<file path="config.mk">
export PLATFORM = sky130hd
export DESIGN_NAME = uart_cmd_framer
export DESIGN_NICKNAME = d
export VERILOG_FILES = /design/src/rtl/uart_cmd_framer.sv
export SDC_FILE = /design/constraint.sdc
export NUM_CORES = 1
export LEC_CHECK = 0
export BUFFER_PORTS_ARGS = -buffer_cell sky130_fd_sc_hd__buf_4
export CAP_MARGIN = 20
export CORE_MARGIN = 2
export CORE_UTILIZATION = 45
export CTS_BUF_LIST = sky130_fd_sc_hd__clkbuf_8
export DETAILED_ROUTE_END_ITERATION = 10
export HOLD_SLACK_MARGIN = 0.03
export MAX_ROUTING_LAYER = met4
export PLACE_DENSITY = 0.73
export SYNTH_ARGS = -nofsm -noshare
export SYNTH_HDL_FRONTEND = slang
export SYNTH_SLANG_ARGS = --single-unit
</file>
<file path="constraint.sdc">
create_clock -name clk -period 4.7 [get_ports clk]
set_input_delay 1.41 -clock clk [delete_from_list [all_inputs] [get_ports clk]]
set_output_delay 1.41 -clock clk [all_outputs]
set_load 0.1 [all_outputs]
</file>
<file path="src/rtl/uart_cmd_framer.sv">
// ============================================================================
// Module      : uart_cmd_framer
// Description : Parses 4-byte UART command frames (A5, opcode, arg, xor chk),
//               drives SoC clock/reset/TX-select/RX-gate controls and answers
//               every frame with one response byte. Optional macro
//               CMD_TIMEOUT_EN adds an inter-byte timeout on partial frames.
// Revision    : 1.0 - initial release
// ============================================================================
`default_nettype none

module uart_cmd_framer #(
    parameter int RST_UNIT       = 16,
    parameter int TIMEOUT_CYCLES = 270000
) (
    input  logic       clk,
    input  logic       reset,
    input  logic [7:0] rx_data,
    input  logic       rx_valid,
    input  logic       tx_busy,
    output logic [7:0] tx_data,
    output logic       tx_en,
    output logic       soc_clk_en,
    output logic       soc_reset,
    output logic       tx_sel_ctrl,
    output logic       soc_rx_block,
    output logic [7:0] err_count
);

    localparam logic [7:0]  c_sync     = 8'hA5;
    localparam logic [7:0]  c_ack      = 8'h06;
    localparam logic [7:0]  c_nak      = 8'h15;
    localparam logic [7:0]  c_op_stat  = 8'h08;
    localparam logic [23:0] c_rst_unit = 24'(RST_UNIT);

    typedef enum logic [2:0] {
        S_IDLE = 3'd0,
        S_OPC  = 3'd1,
        S_ARG  = 3'd2,
        S_CHK  = 3'd3,
        S_RESP = 3'd4
    } state_t;

    state_t      r_state;
    state_t      w_state_next;
    logic [7:0]  r_opcode;
    logic [7:0]  r_arg;
    logic [7:0]  r_resp;
    logic        r_clk_en;
    logic        r_tx_sel;
    logic        r_rx_block;
    logic [7:0]  r_err;
    logic [23:0] r_rst_cnt;

    logic        w_frame_done;
    logic        w_chk_ok;
    logic        w_known;
    logic        w_is_stat;
    logic        w_exec;
    logic        w_err_inc;
    logic        w_timeout;
    logic [23:0] w_rst_len;
    logic [7:0]  w_status;

    assign w_frame_done = (r_state == S_CHK) && rx_valid;
    assign w_chk_ok     = (rx_data == (r_opcode ^ r_arg));
    assign w_known      = (r_opcode <= 8'h07);
    assign w_is_stat    = (r_opcode == c_op_stat);
    assign w_exec       = w_frame_done && w_chk_ok && w_known;
    assign w_err_inc    = (w_frame_done && !(w_chk_ok && (w_known || w_is_stat))) || w_timeout;
    assign w_rst_len    = (24'(r_arg) + 24'd1) * c_rst_unit;
    assign w_status     = {4'h8, soc_reset, r_rx_block, r_tx_sel, r_clk_en};

`ifdef CMD_TIMEOUT_EN
    localparam int c_to_w = $clog2(TIMEOUT_CYCLES + 1);
    logic [c_to_w-1:0] r_to_cnt;

    // Counts idle cycles between bytes of a partially received frame.
    always_ff @(posedge clk) begin
        if (reset || rx_valid || (r_state == S_IDLE) || (r_state == S_RESP)) begin
            r_to_cnt <= '0;
        end else begin
            r_to_cnt <= r_to_cnt + 1'b1;
        end
    end

    assign w_timeout = ((r_state == S_OPC) || (r_state == S_ARG) || (r_state == S_CHK)) &&
                       !rx_valid && (r_to_cnt == c_to_w'(TIMEOUT_CYCLES - 1));
`else
    // Partial frames wait forever; the parameter only matters with the timeout build.
    assign w_timeout = (TIMEOUT_CYCLES < 0);
`endif

    always_ff @(posedge clk) begin
        if (reset) begin
            r_state <= S_IDLE;
        end else begin
            r_state <= w_state_next;
        end
    end

    always_comb begin
        w_state_next = r_state;
        tx_en        = 1'b0;
        case (r_state)
            S_IDLE: if (rx_valid && (rx_data == c_sync)) w_state_next = S_OPC;
            S_OPC:  if (rx_valid) w_state_next = S_ARG;
            S_ARG:  if (rx_valid) w_state_next = S_CHK;
            S_CHK:  if (rx_valid) w_state_next = S_RESP;
            S_RESP: begin
                if (!tx_busy) begin
                    tx_en        = 1'b1;
                    w_state_next = S_IDLE;
                end
            end
            default: w_state_next = S_IDLE;
        endcase
        if (w_timeout) begin
            w_state_next = S_IDLE;
        end
    end

    always_ff @(posedge clk) begin
        if (reset) begin
            r_opcode   <= 8'h00;
            r_arg      <= 8'h00;
            r_resp     <= 8'h00;
            r_clk_en   <= 1'b1;
            r_tx_sel   <= 1'b0;
            r_rx_block <= 1'b0;
            r_err      <= 8'h00;
        end else begin
            if ((r_state == S_OPC) && rx_valid) r_opcode <= rx_data;
            if ((r_state == S_ARG) && rx_valid) r_arg    <= rx_data;
            if (w_frame_done) begin
                if (w_exec)                      r_resp <= c_ack;
                else if (w_chk_ok && w_is_stat)  r_resp <= w_status;
                else                             r_resp <= c_nak;
            end
            if (w_exec) begin
                case (r_opcode[2:0])
                    3'd0:    r_clk_en   <= 1'b0;
                    3'd1:    r_clk_en   <= 1'b1;
                    3'd4:    r_tx_sel   <= 1'b0;
                    3'd5:    r_tx_sel   <= 1'b1;
                    3'd6:    r_rx_block <= 1'b0;
                    3'd7:    r_rx_block <= 1'b1;
                    default: ;
                endcase
            end
            if (w_err_inc && (r_err != 8'hFF)) r_err <= r_err + 8'd1;
        end
    end

    // Reset pulse: soc_reset is high exactly while the down-counter is non-zero,
    // so a reload or an abort takes effect without a gap or glitch.
    always_ff @(posedge clk) begin
        if (reset) begin
            r_rst_cnt <= 24'd0;
        end else if (w_exec && (r_opcode == 8'h02)) begin
            r_rst_cnt <= w_rst_len;
        end else if (w_exec && (r_opcode == 8'h03)) begin
            r_rst_cnt <= 24'd0;
        end else if (r_rst_cnt != 24'd0) begin
            r_rst_cnt <= r_rst_cnt - 24'd1;
        end
    end

    assign soc_reset    = (r_rst_cnt != 24'd0);
    assign tx_data      = r_resp;
    assign soc_clk_en   = r_clk_en;
    assign tx_sel_ctrl  = r_tx_sel;
    assign soc_rx_block = r_rx_block;
    assign err_count    = r_err;

endmodule

`default_nettype wire
</file>
==> flow_summary_export.csv, run 1 <==
group,metric,value,unit
timing,period_share,0.7359,
floorplanning,die-area,0.007821,mm²
detailed_routing,dr.pass1.iters,4,
clock_network,clkSlewWorstSetupHoldPaths,0.07,ns
worst_setup_path,crit_path_end_kind,"primary output",
finish,layout-drive-gt1-share,0.1604,
synthesis,synthDominantCellAreaShare,0.3744,
timing,rsz0062_at_grt,"false",
worst_setup_path,ff2ff_path_depth,5,
worst_setup_path,r2r-start,"r_state[1]$_SDFFE_PP0P_",
detailed_routing,drtIter0Drc,106,
place,hpwlAfterDp,4.855,mm
synthesis,synth_area,0.003208,mm²
clock_network,postCtsHoldBufs,0,
finish,antennaDiodeCount,0,
worst_setup_path,worstPathRequired,3.29,ns
job,cap_violations,0,
grt,overflow,0,
worst_setup_path,regToRegSetupSlack,2.17,ns
clock_network,ctsResizeCount,0,
finish,ff_latch_area,0.001201,mm²
clock_network,htree_levels,3,
finish,fin_util,0.5427,
detailed_routing,drc,0,
floorplanning,pin_count,33,
floorplanning,rows,30,
detailed_routing,vias,2762,
clock_network,cts_tree,"yes",
timing,clock.fmax,0.2891,GHz
synthesis,synth_area_leaders,"dfxtp_1, nand2_1, xnor3_1",
clock_network,cts_root_buffer,"clkbuf_8",
timing,skew,0.009452,ns
worst_setup_path,cp-start-kind,"input pin",
floorplanning,core,0.006832,mm²
power_and_ir_drop,combPwrFrac,0.390,
detailed_routing,wl,6.946,mm
synthesis,synth_edf_count,0,
finish,nets,411,
power_and_ir_drop,clkPwrFrac,0.261,
hold_path,hold_class,"flop to flop",
floorplanning,die_x,88.44,µm
synthesis,synth-warning-count,0,
timing,worst_slew_pin_slew,0.9724,ns
synthesis,synth.most_common_cell,"dfxtp_1",
detailed_routing,routed_via_density,5.580,
grt,grt_max_degree,48,
power_and_ir_drop,power.switching,768.0,µW
timing,fin_crit,3.459,ns
place,place_congestion,0.8148,
worst_setup_path,r2r-end,"r_rst_cnt[2]$_SDFFE_PP0N_",
synthesis,synth.distinct_cells,54,
clock_network,cts_num_sinks,60,
grt,grt_pass1_vias,2584,
hold_path,min_from,"tx_data[3]$_SDFFE_PP0N_",
power_and_ir_drop,power_frac_seq,0.349,
power_and_ir_drop,swShare,0.3815,
timing,hold_violations,0,
synthesis,yosys_most_used_dff,"dfxtp_1",
synthesis,synth_top_area_cell,"dfxtp_1",
finish,fillCellCount,650,
worst_setup_path,crit_fanout,2,
status,outcome,"finished clean",
synthesis,async_flop_share,0,
synthesis,ys_ff_latch,60,
grt,antenna_found_initial,0,
hold_path,min_path_cells,2,
power_and_ir_drop,p_per_area,543.1,mW/mm²
synthesis,synth_commonest_cells,"dfxtp_1, nand2_1, nor2_1",
clock_network,cts_setup_buffers,0,
power_and_ir_drop,power.leakage,0.001401,µW
power_and_ir_drop,intPower,1245,µW
floorplanning,start_util,0.4696,
floorplanning,die_y,88.44,µm
worst_setup_path,crit_type,"input pin to primary output",
place,port_buffers,30,
clock_network,clk_latency,0.35,ns
timing,report.final.slew_viol_count,0,
detailed_routing,ant_nets,0,
worst_setup_path,crit_arrival,2.05,ns
detailed_routing,avgRoutedWirePerCell,14.03,µm
synthesis,syn_avg_cell_area,8.647,µm²
finish,multi_input_area,0.001907,mm²
power_and_ir_drop,irDropWorstVdd,0.0001986,V
clock_network,clock_path_buffers,2,
grt,grt_usage,0.2030,
finish,syn2layout_area_growth,15.56,%
clock_network,cts_made_buffers,9,
timing,timing.setup.tns,0,ns
timing,setup_viol,0,
synthesis,postSynthCellCount,371,
synthesis,seq_area_frac_synth,0.3744,
grt,grt_pass1_wl,11.93,mm
hold_path,min_to,"tx_data[3]$_SDFFE_PP0N_",
timing,max-slew-margin-rel,0.3467,
[state kept, by name (all words and copies together) (netlist names)]
signal	cells
soc_clk_en	1
r_arg	8
tx_sel_ctrl	1
err_count	8
r_rst_cnt	24
tx_data	6
soc_rx_block	1
r_state	3
r_opcode	8
[how the worst max path moves through the flow]
stage              from                   endpoint  slack, ns  cells past startpoint
2_1_floorplan   tx_busy                      tx_en       0.20                      1
3_3_place_gp    tx_busy                      tx_en       1.24                      3
3_5_place_dp   rx_valid  r_rst_cnt[2]$_SDFFE_PP0N_       1.18                      6
4_1_cts         tx_busy                      tx_en       1.23                      3
5_1_grt         tx_busy                      tx_en       1.20                      3
6_report        tx_busy                      tx_en       1.24                      3
[kinds of logic after synthesis]
group | share of synthesized area
compound gates | 0.1213
fa+ha+maj | 0.01560
xor+xnor | 0.09672
other cells | 0.001169
simple gates | 0.3062
mux | 0.04836
flops | 0.3744
buf+inv | 0.03627
[final cells by class]
| cell class | count | area share |
|---|---|---|
| timing repair buffer | 32 | 0.06480 |
| multi-input combinational | 288 | 0.5143 |
| sequential | 60 | 0.3240 |
| tap | 96 | 0.03240 |
| inverter | 4 | 0.004050 |
| clock inverter | 4 | 0.01957 |
| clock buffer | 11 | 0.04084 |
[power by group through the flow]
stage | logic, µW | clock network [µW] | registers (µW)
4_1_cts | 781 | 539 | 699
2_1_floorplan | 637 | 0 | 685
5_1_grt | 889 | 567 | 715
3_5_place_dp | 777 | 0 | 709
3_3_place_gp | 758 | 0 | 703
6_report | 785 | 526 | 702
[routing by layer]
metal  vias to the layer above  GRT usage  routed length, µm
li1                       1390          -                  -
met1                      1309     0.2441               3221
met2                        50     0.3158               3351
met3                        13    0.06623                264
met4                         0    0.07989                109
met5                         -          -                  0
[stage by stage]
stage | hold slack, ns | cell area, µm² | power, µW | instances | worst slack [ns]
floorplan | 0.4360 | 3218 | 1322 | 372 | 0.1979
global placement | 0.4505 | 3483 | 1462 | 480 | 1.239
detailed placement | 0.4519 | 3483 | 1485 | 480 | 1.182
CTS | 0.4640 | 3707 | 2019 | 495 | 1.228
global route | 0.4831 | 3707 | 2170 | 495 | 1.196
finish | 0.4568 | 3707 | 2013 | 495 | 1.241
[worst max-delay path, cell delays in order]
cell	delay [ns]
buf_4	0.12
nor4b_2	0.20
buf_4	0.32
[layout by cell type (no fill, tap or decap), types with 2 or more instances in the layout]
master and instances:
mux2_2 4, or2_2 3, dfxtp_1 60, nor2b_1 6, conb_1 2, nand3_1 22, a21oi_1 25, a211oi_1 3
mux2i_1 11, nor4_1 8, nand2_1 38, nand4_1 10, xnor3_1 6, o21ai_0 17, bufinv_16 2, and3_1 3
or3_1 12, inv_1 4, nand2b_1 8, buf_4 32, nor4b_1 4, ha_1 4, a31o_2 2, nor3_1 9
o41ai_1 5, nor2_1 32, xnor2_1 11, and4_1 2, nand4bb_1 2, xor2_1 9, o31ai_1 4, or4_1 6
clkbuf_8 11
Power figures use the tool's default switching activity.
==> run 2, diff against run 1 <==
--- a/config.mk
+++ b/config.mk
@@ -13,7 +13,7 @@
 export DETAILED_ROUTE_END_ITERATION = 10
 export HOLD_SLACK_MARGIN = 0.03
 export MAX_ROUTING_LAYER = met4
-export PLACE_DENSITY = 0.73
+export PLACE_DENSITY = 0.75
 export SYNTH_ARGS = -nofsm -noshare
 export SYNTH_HDL_FRONTEND = slang
 export SYNTH_SLANG_ARGS = --single-unit
==> constraint.sdc (replaced) <==
create_clock -name clk -period 3.16 [get_ports clk]
set_input_delay 0.948 -clock clk [delete_from_list [all_inputs] [get_ports clk]]
set_output_delay 0.948 -clock clk [all_outputs]
set_load 0.1 [all_outputs]
==> flow_summary_export.csv, run 2 (synthesized netlist as in run 1, its figures left out) <==
group,metric,value,unit
finish,final_cell_mix,"dfxtp_1, nand2_1, buf_4, nor2_1, a21oi_1",
clock_network,ctsResizeCount,0,
floorplanning,pin_count,33,
timing,period_share,0.9136,
place,place_inst,484,
worst_setup_path,worstPathRequired,2.21,ns
worst_setup_path,crit_path_end_kind,"primary output",
floorplanning,rows,30,
grt,grt_max_degree,48,
finish,nets,415,
clock_network,clk_latency,0.34,ns
detailed_routing,dr.pass1.iters,4,
grt,grt_usage,0.1980,
floorplanning,die_x,88.44,µm
worst_setup_path,cpPeakStageDelay,0.44,ns
clock_network,htree_levels,3,
detailed_routing,drtIter0Drc,128,
timing,clock.fmax,0.3464,GHz
clock_network,cts_root_buffer,"clkbuf_8",
clock_network,clkSlewWorstSetupHoldPaths,0.07,ns
clock_network,clock_path_buffers,2,
worst_setup_path,crit_chain,"nor4_2 > and4_1 > nand4_1 > buf_4",
floorplanning,start_util,0.4696,
worst_setup_path,crit_arrival,1.94,ns
finish,fillCellCount,669,
power_and_ir_drop,irDropWorstVdd,0.0003801,V
timing,setup_viol,0,
finish,syn2layout_area_growth,16.11,%
grt,overflow,0,
finish,regMostFlops,"r_rst_cnt",
worst_setup_path,slowest_stage,"nor4_2",
finish,antennaDiodeCount,0,
timing,report.final.slew_viol_count,0,
grt,grt_pass1_wl,11.62,mm
floorplanning,core,0.006832,mm²
detailed_routing,drc,0,
worst_setup_path,ff2ff_path_depth,6,
worst_setup_path,cp-start-kind,"flop",
timing,skew,0.007806,ns
detailed_routing,wl,7.101,mm
finish,layout-drive-gt1-share,0.1683,
timing,worst_slew_pin_slew,0.7043,ns
status,outcome,"finished clean",
clock_network,cts_tree,"yes",
place,place_congestion,0.8679,
worst_setup_path,crit_buf_inv,1,
timing,hold_violations,0,
timing,max-slew-margin-rel,0.5243,
finish,mostFrequentLayoutCell,"dfxtp_1",
floorplanning,die_y,88.44,µm
floorplanning,die-area,0.007821,mm²
clock_network,postCtsHoldBufs,0,
timing,rsz0062_at_grt,"false",
timing,timing.setup.tns,0,ns
detailed_routing,routed_via_density,5.566,
clock_network,cts_num_sinks,60,
clock_network,cts_setup_buffers,0,
place,port_buffers,30,
grt,antenna_found_initial,0,
hold_path,hold_class,"flop to flop",
job,cap_violations,0,
worst_setup_path,crit_type,"flop to primary output",
worst_setup_path,crit_fanout,5,
power_and_ir_drop,power.leakage,0.001415,µW
clock_network,cts_made_buffers,9,
power_and_ir_drop,p_per_area,778.7,mW/mm²
grt,grt_pass1_vias,2546,
place,hpwlAfterDp,4.962,mm
finish,largest_reg_flops,24,
worst_setup_path,cp.depth,4,
detailed_routing,ant_nets,0,
timing,fin_crit,2.887,ns
worst_setup_path,path_delay_family,"simple AND/OR/NAND/NOR gates",
detailed_routing,vias,2783,
hold_path,min_path_cells,2,
finish,final_cells,500,
detailed_routing,avgRoutedWirePerCell,14.20,µm
==> run 2: cell types whose count changed in the layout (fill, tap and decap cells not counted), sizes merged <==
cell    before  now
buf         32   36
inv          4    5
clkinv       1    2
bufinv       2    1
==> run 2: final cells by class <==
class	instances	area (µm²)	area share
timing repair buffer	36	270.3	0.07256
multi-input combinational	288	1916	0.5143
sequential	60	1201	0.3225
clock buffer	11	151.4	0.04064
inverter	4	15.01	0.004031
clock inverter	5	51.30	0.01377
tap	96	120.1	0.03225
==> run 2: tightest hold or removal path, stage by stage (launching register included) <==
cell and delay (ns):
dfxtp_1 0.31, nand2_1 0.05, a21oi_1 0.05
==> run 2: metrics by stage <==
step	power, µW	setup slack, ns	hold WS, ns	util	cell area (µm²)
3_5_place_dp	2206	0.4580	0.4498	0.5156	3522
3_3_place_gp	2166	0.5165	0.4431	0.5156	3522
2_1_floorplan	1966	0.2245	0.4360	-	3227
4_1_cts	2915	0.2897	0.4597	0.5452	3725
5_1_grt	3131	0.1540	0.4908	0.5452	3725
6_report	2901	0.2730	0.4568	0.5452	3725
==> run 2: power by group <==
| group | internal [µW] | total [µW] | leakage (µW) | switching (µW) |
|---|---|---|---|---|
| sequential | 890 | 1040 | 0.000486 | 151 |
| clock | 401 | 693 | 0.000107 | 291 |
| combinational | 482 | 1170 | 0.000822 | 684 |
==> run 2: worst paths after layout <==
path                                   start                         end  slack [ns]
hold reg to reg      tx_data[7]$_SDFFE_PP0N_     tx_data[7]$_SDFFE_PP0N_        0.46
setup reg to reg   r_rst_cnt[2]$_SDFFE_PP0N_  r_rst_cnt[15]$_SDFFE_PP0P_        0.99
setup / recovery  r_rst_cnt[10]$_SDFFE_PP0P_                   soc_reset        0.27
hold / removal       tx_data[7]$_SDFFE_PP0N_     tx_data[7]$_SDFFE_PP0N_        0.46
==> run 2: layer usage <==
metal / track usage / share of wire / vias up
li1: - / - / 1406
met1: 0.2348 / 0.45 / 1318
met2: 0.3260 / 0.50 / 50
met3: 0.04944 / 0.034 / 9
met4: 0.07163 / 0.014 / 0
met5: - / 0 / -
==> run 3, diff against run 2 <==
--- a/config.mk
+++ b/config.mk
@@ -7,7 +7,7 @@
 export LEC_CHECK = 0
 export BUFFER_PORTS_ARGS = -buffer_cell sky130_fd_sc_hd__buf_4
 export CAP_MARGIN = 20
-export CORE_MARGIN = 2
+export CORE_ASPECT_RATIO = 1.4
 export CORE_UTILIZATION = 45
 export CTS_BUF_LIST = sky130_fd_sc_hd__clkbuf_8
 export DETAILED_ROUTE_END_ITERATION = 10
==> flow_summary_export.csv, run 3 (synthesized netlist as in run 1, its figures left out) <==
group,metric,value,unit
status,outcome,"finished clean",
power_and_ir_drop,swShare,0.3788,
clock_network,htree_levels,3,
floorplanning,start_util,0.4625,
clock_network,clkSlewWorstSetupHoldPaths,0.07,ns
timing,setup_viol,0,
job,cap_violations,0,
floorplanning,die_x,73.36,µm
place,hpwlAfterDp,5.040,mm
clock_network,ctsResizeCount,0,
finish,largest_reg_flops,24,
clock_network,cts_tree,"yes",
power_and_ir_drop,power.leakage,0.001433,µW
timing,fin_crit,2.909,ns
worst_setup_path,crit_fanout,5,
worst_setup_path,crit_path_end_kind,"primary output",
detailed_routing,dr.pass1.iters,5,
power_and_ir_drop,irDropWorstVdd,0.0005142,V
clock_network,postCtsHoldBufs,0,
detailed_routing,drtIter0Drc,119,
finish,mostFrequentLayoutCell,"dfxtp_1",
clock_network,cts_setup_buffers,0,
power_and_ir_drop,clkPwrFrac,0.274,
floorplanning,core,0.006937,mm²
detailed_routing,ant_nets,0,
grt,grt_pass1_wl,11.62,mm
finish,nets,415,
detailed_routing,routed_via_density,5.533,
power_and_ir_drop,combPwrFrac,0.386,
clock_network,clock_path_buffers,2,
floorplanning,die-area,0.007476,mm²
timing,skew,0.01084,ns
worst_setup_path,worstSetupStartpoint,"r_rst_cnt[10]$_SDFFE_PP0P_",
worst_setup_path,crit_type,"flop to primary output",
detailed_routing,wl,6.983,mm
worst_setup_path,cp-start-kind,"flop",
place,port_buffers,30,
detailed_routing,vias,2761,
hold_path,min_from,"tx_data[7]$_SDFFE_PP0N_",
finish,fillCellCount,665,
grt,antenna_found_initial,0,
floorplanning,rows,36,
finish,final_cell_mix,"dfxtp_1, nand2_1, buf_4, nor2_1, a21oi_1",
timing,rsz0062_at_grt,"false",
worst_setup_path,r2r-start,"r_arg[0]$_SDFFE_PP0P_",
grt,grt_max_degree,48,
grt,grt_pass1_vias,2601,
clock_network,cts_num_sinks,60,
timing,timing.setup.tns,0,ns
timing,worst_slew_pin_slew,0.6915,ns
finish,syn2layout_area_growth,17.24,%
finish,regMostFlops,"r_rst_cnt",
power_and_ir_drop,power.switching,1155,µW
worst_setup_path,worstPathRequired,2.21,ns
grt,grt_usage,0.2080,
timing,hold_ws,0.4605,ns
detailed_routing,drc,0,
timing,max-slew-margin-rel,0.5329,
detailed_routing,avgRoutedWirePerCell,13.99,µm
place,place_congestion,0.8623,
finish,antennaDiodeCount,0,
clock_network,cts_root_buffer,"clkbuf_8",
hold_path,hold_class,"flop to flop",
finish,layout-drive-gt1-share,0.1683,
power_and_ir_drop,power_frac_seq,0.340,
floorplanning,die_y,101.9,µm
timing,clock.fmax,0.3437,GHz
power_and_ir_drop,intPower,1894,µW
worst_setup_path,crit_arrival,1.96,ns
grt,overflow,0,
timing,hold_violations,0,
clock_network,cts_made_buffers,9,
floorplanning,pin_count,33,
clock_network,clk_latency,0.34,ns
timing,period_share,0.9206,
timing,report.final.slew_viol_count,0,
power_and_ir_drop,p_per_area,810.8,mW/mm²
[run 3: cell count changes in the layout (fill, tap and decap cells not counted), sizes merged]
cell,previous run,this run
clkbuf,11,9
clkinv,2,3
bufinv,1,3
clkinvlp,1,0
[run 3: layout make-up]
cell class              count  area, µm²  share of cell area
clock inverters             7      116.4             0.03094
flip-flops and latches     60       1201              0.3194
repair buffers             36      270.3             0.07186
inverters                   4      15.01            0.003992
well taps                  95      118.9             0.03160
clock buffers               9      123.9             0.03293
multi-input cells         288       1916              0.5093
[run 3: worst paths after layout]
kind                          endpoint  slack (ns)  cells after the start
max                          soc_reset        0.25                      4
min reg2reg    tx_data[7]$_SDFFE_PP0N_        0.46                      2
max reg2reg  err_count[4]$_SDFFE_PP0P_        1.09                      5
min            tx_data[7]$_SDFFE_PP0N_        0.46                      2
[run 3: power by group through the flow]
stage	registers (µW)	logic [µW]	clock network (µW)
floorplan	1020	948	0
global placement	1040	1130	0
detailed placement	1050	1160	0
CTS	1040	1170	849
global route	1060	1330	878
finish	1040	1180	835
[run 3: stage by stage]
step	worst slack (ns)	instance area [µm²]	total power [µW]	std cells	utilization
floorplan	0.2245	3227	1966	372	-
global placement	0.5088	3521	2177	483	0.5076
detailed placement	0.4962	3521	2214	483	0.5076
CTS	0.2293	3761	3055	499	0.5422
global route	0.1214	3761	3265	499	0.5422
finish	0.2508	3761	3050	499	0.5422
[run 3: metal layers]
metal / wire (µm) / global-route usage
met1: 2888 / 0.2165
met5: 0 / -
met2: 3741 / 0.3775
met3: 220 / 0.03846
met4: 133 / 0.09024
[run 3: worst max-delay path: stages, from the launching register on]
cell and delay (ns):
dfxtp_1 0.35, nor4_2 0.48, and4_1 0.32, nand4_1 0.17, buf_4 0.30
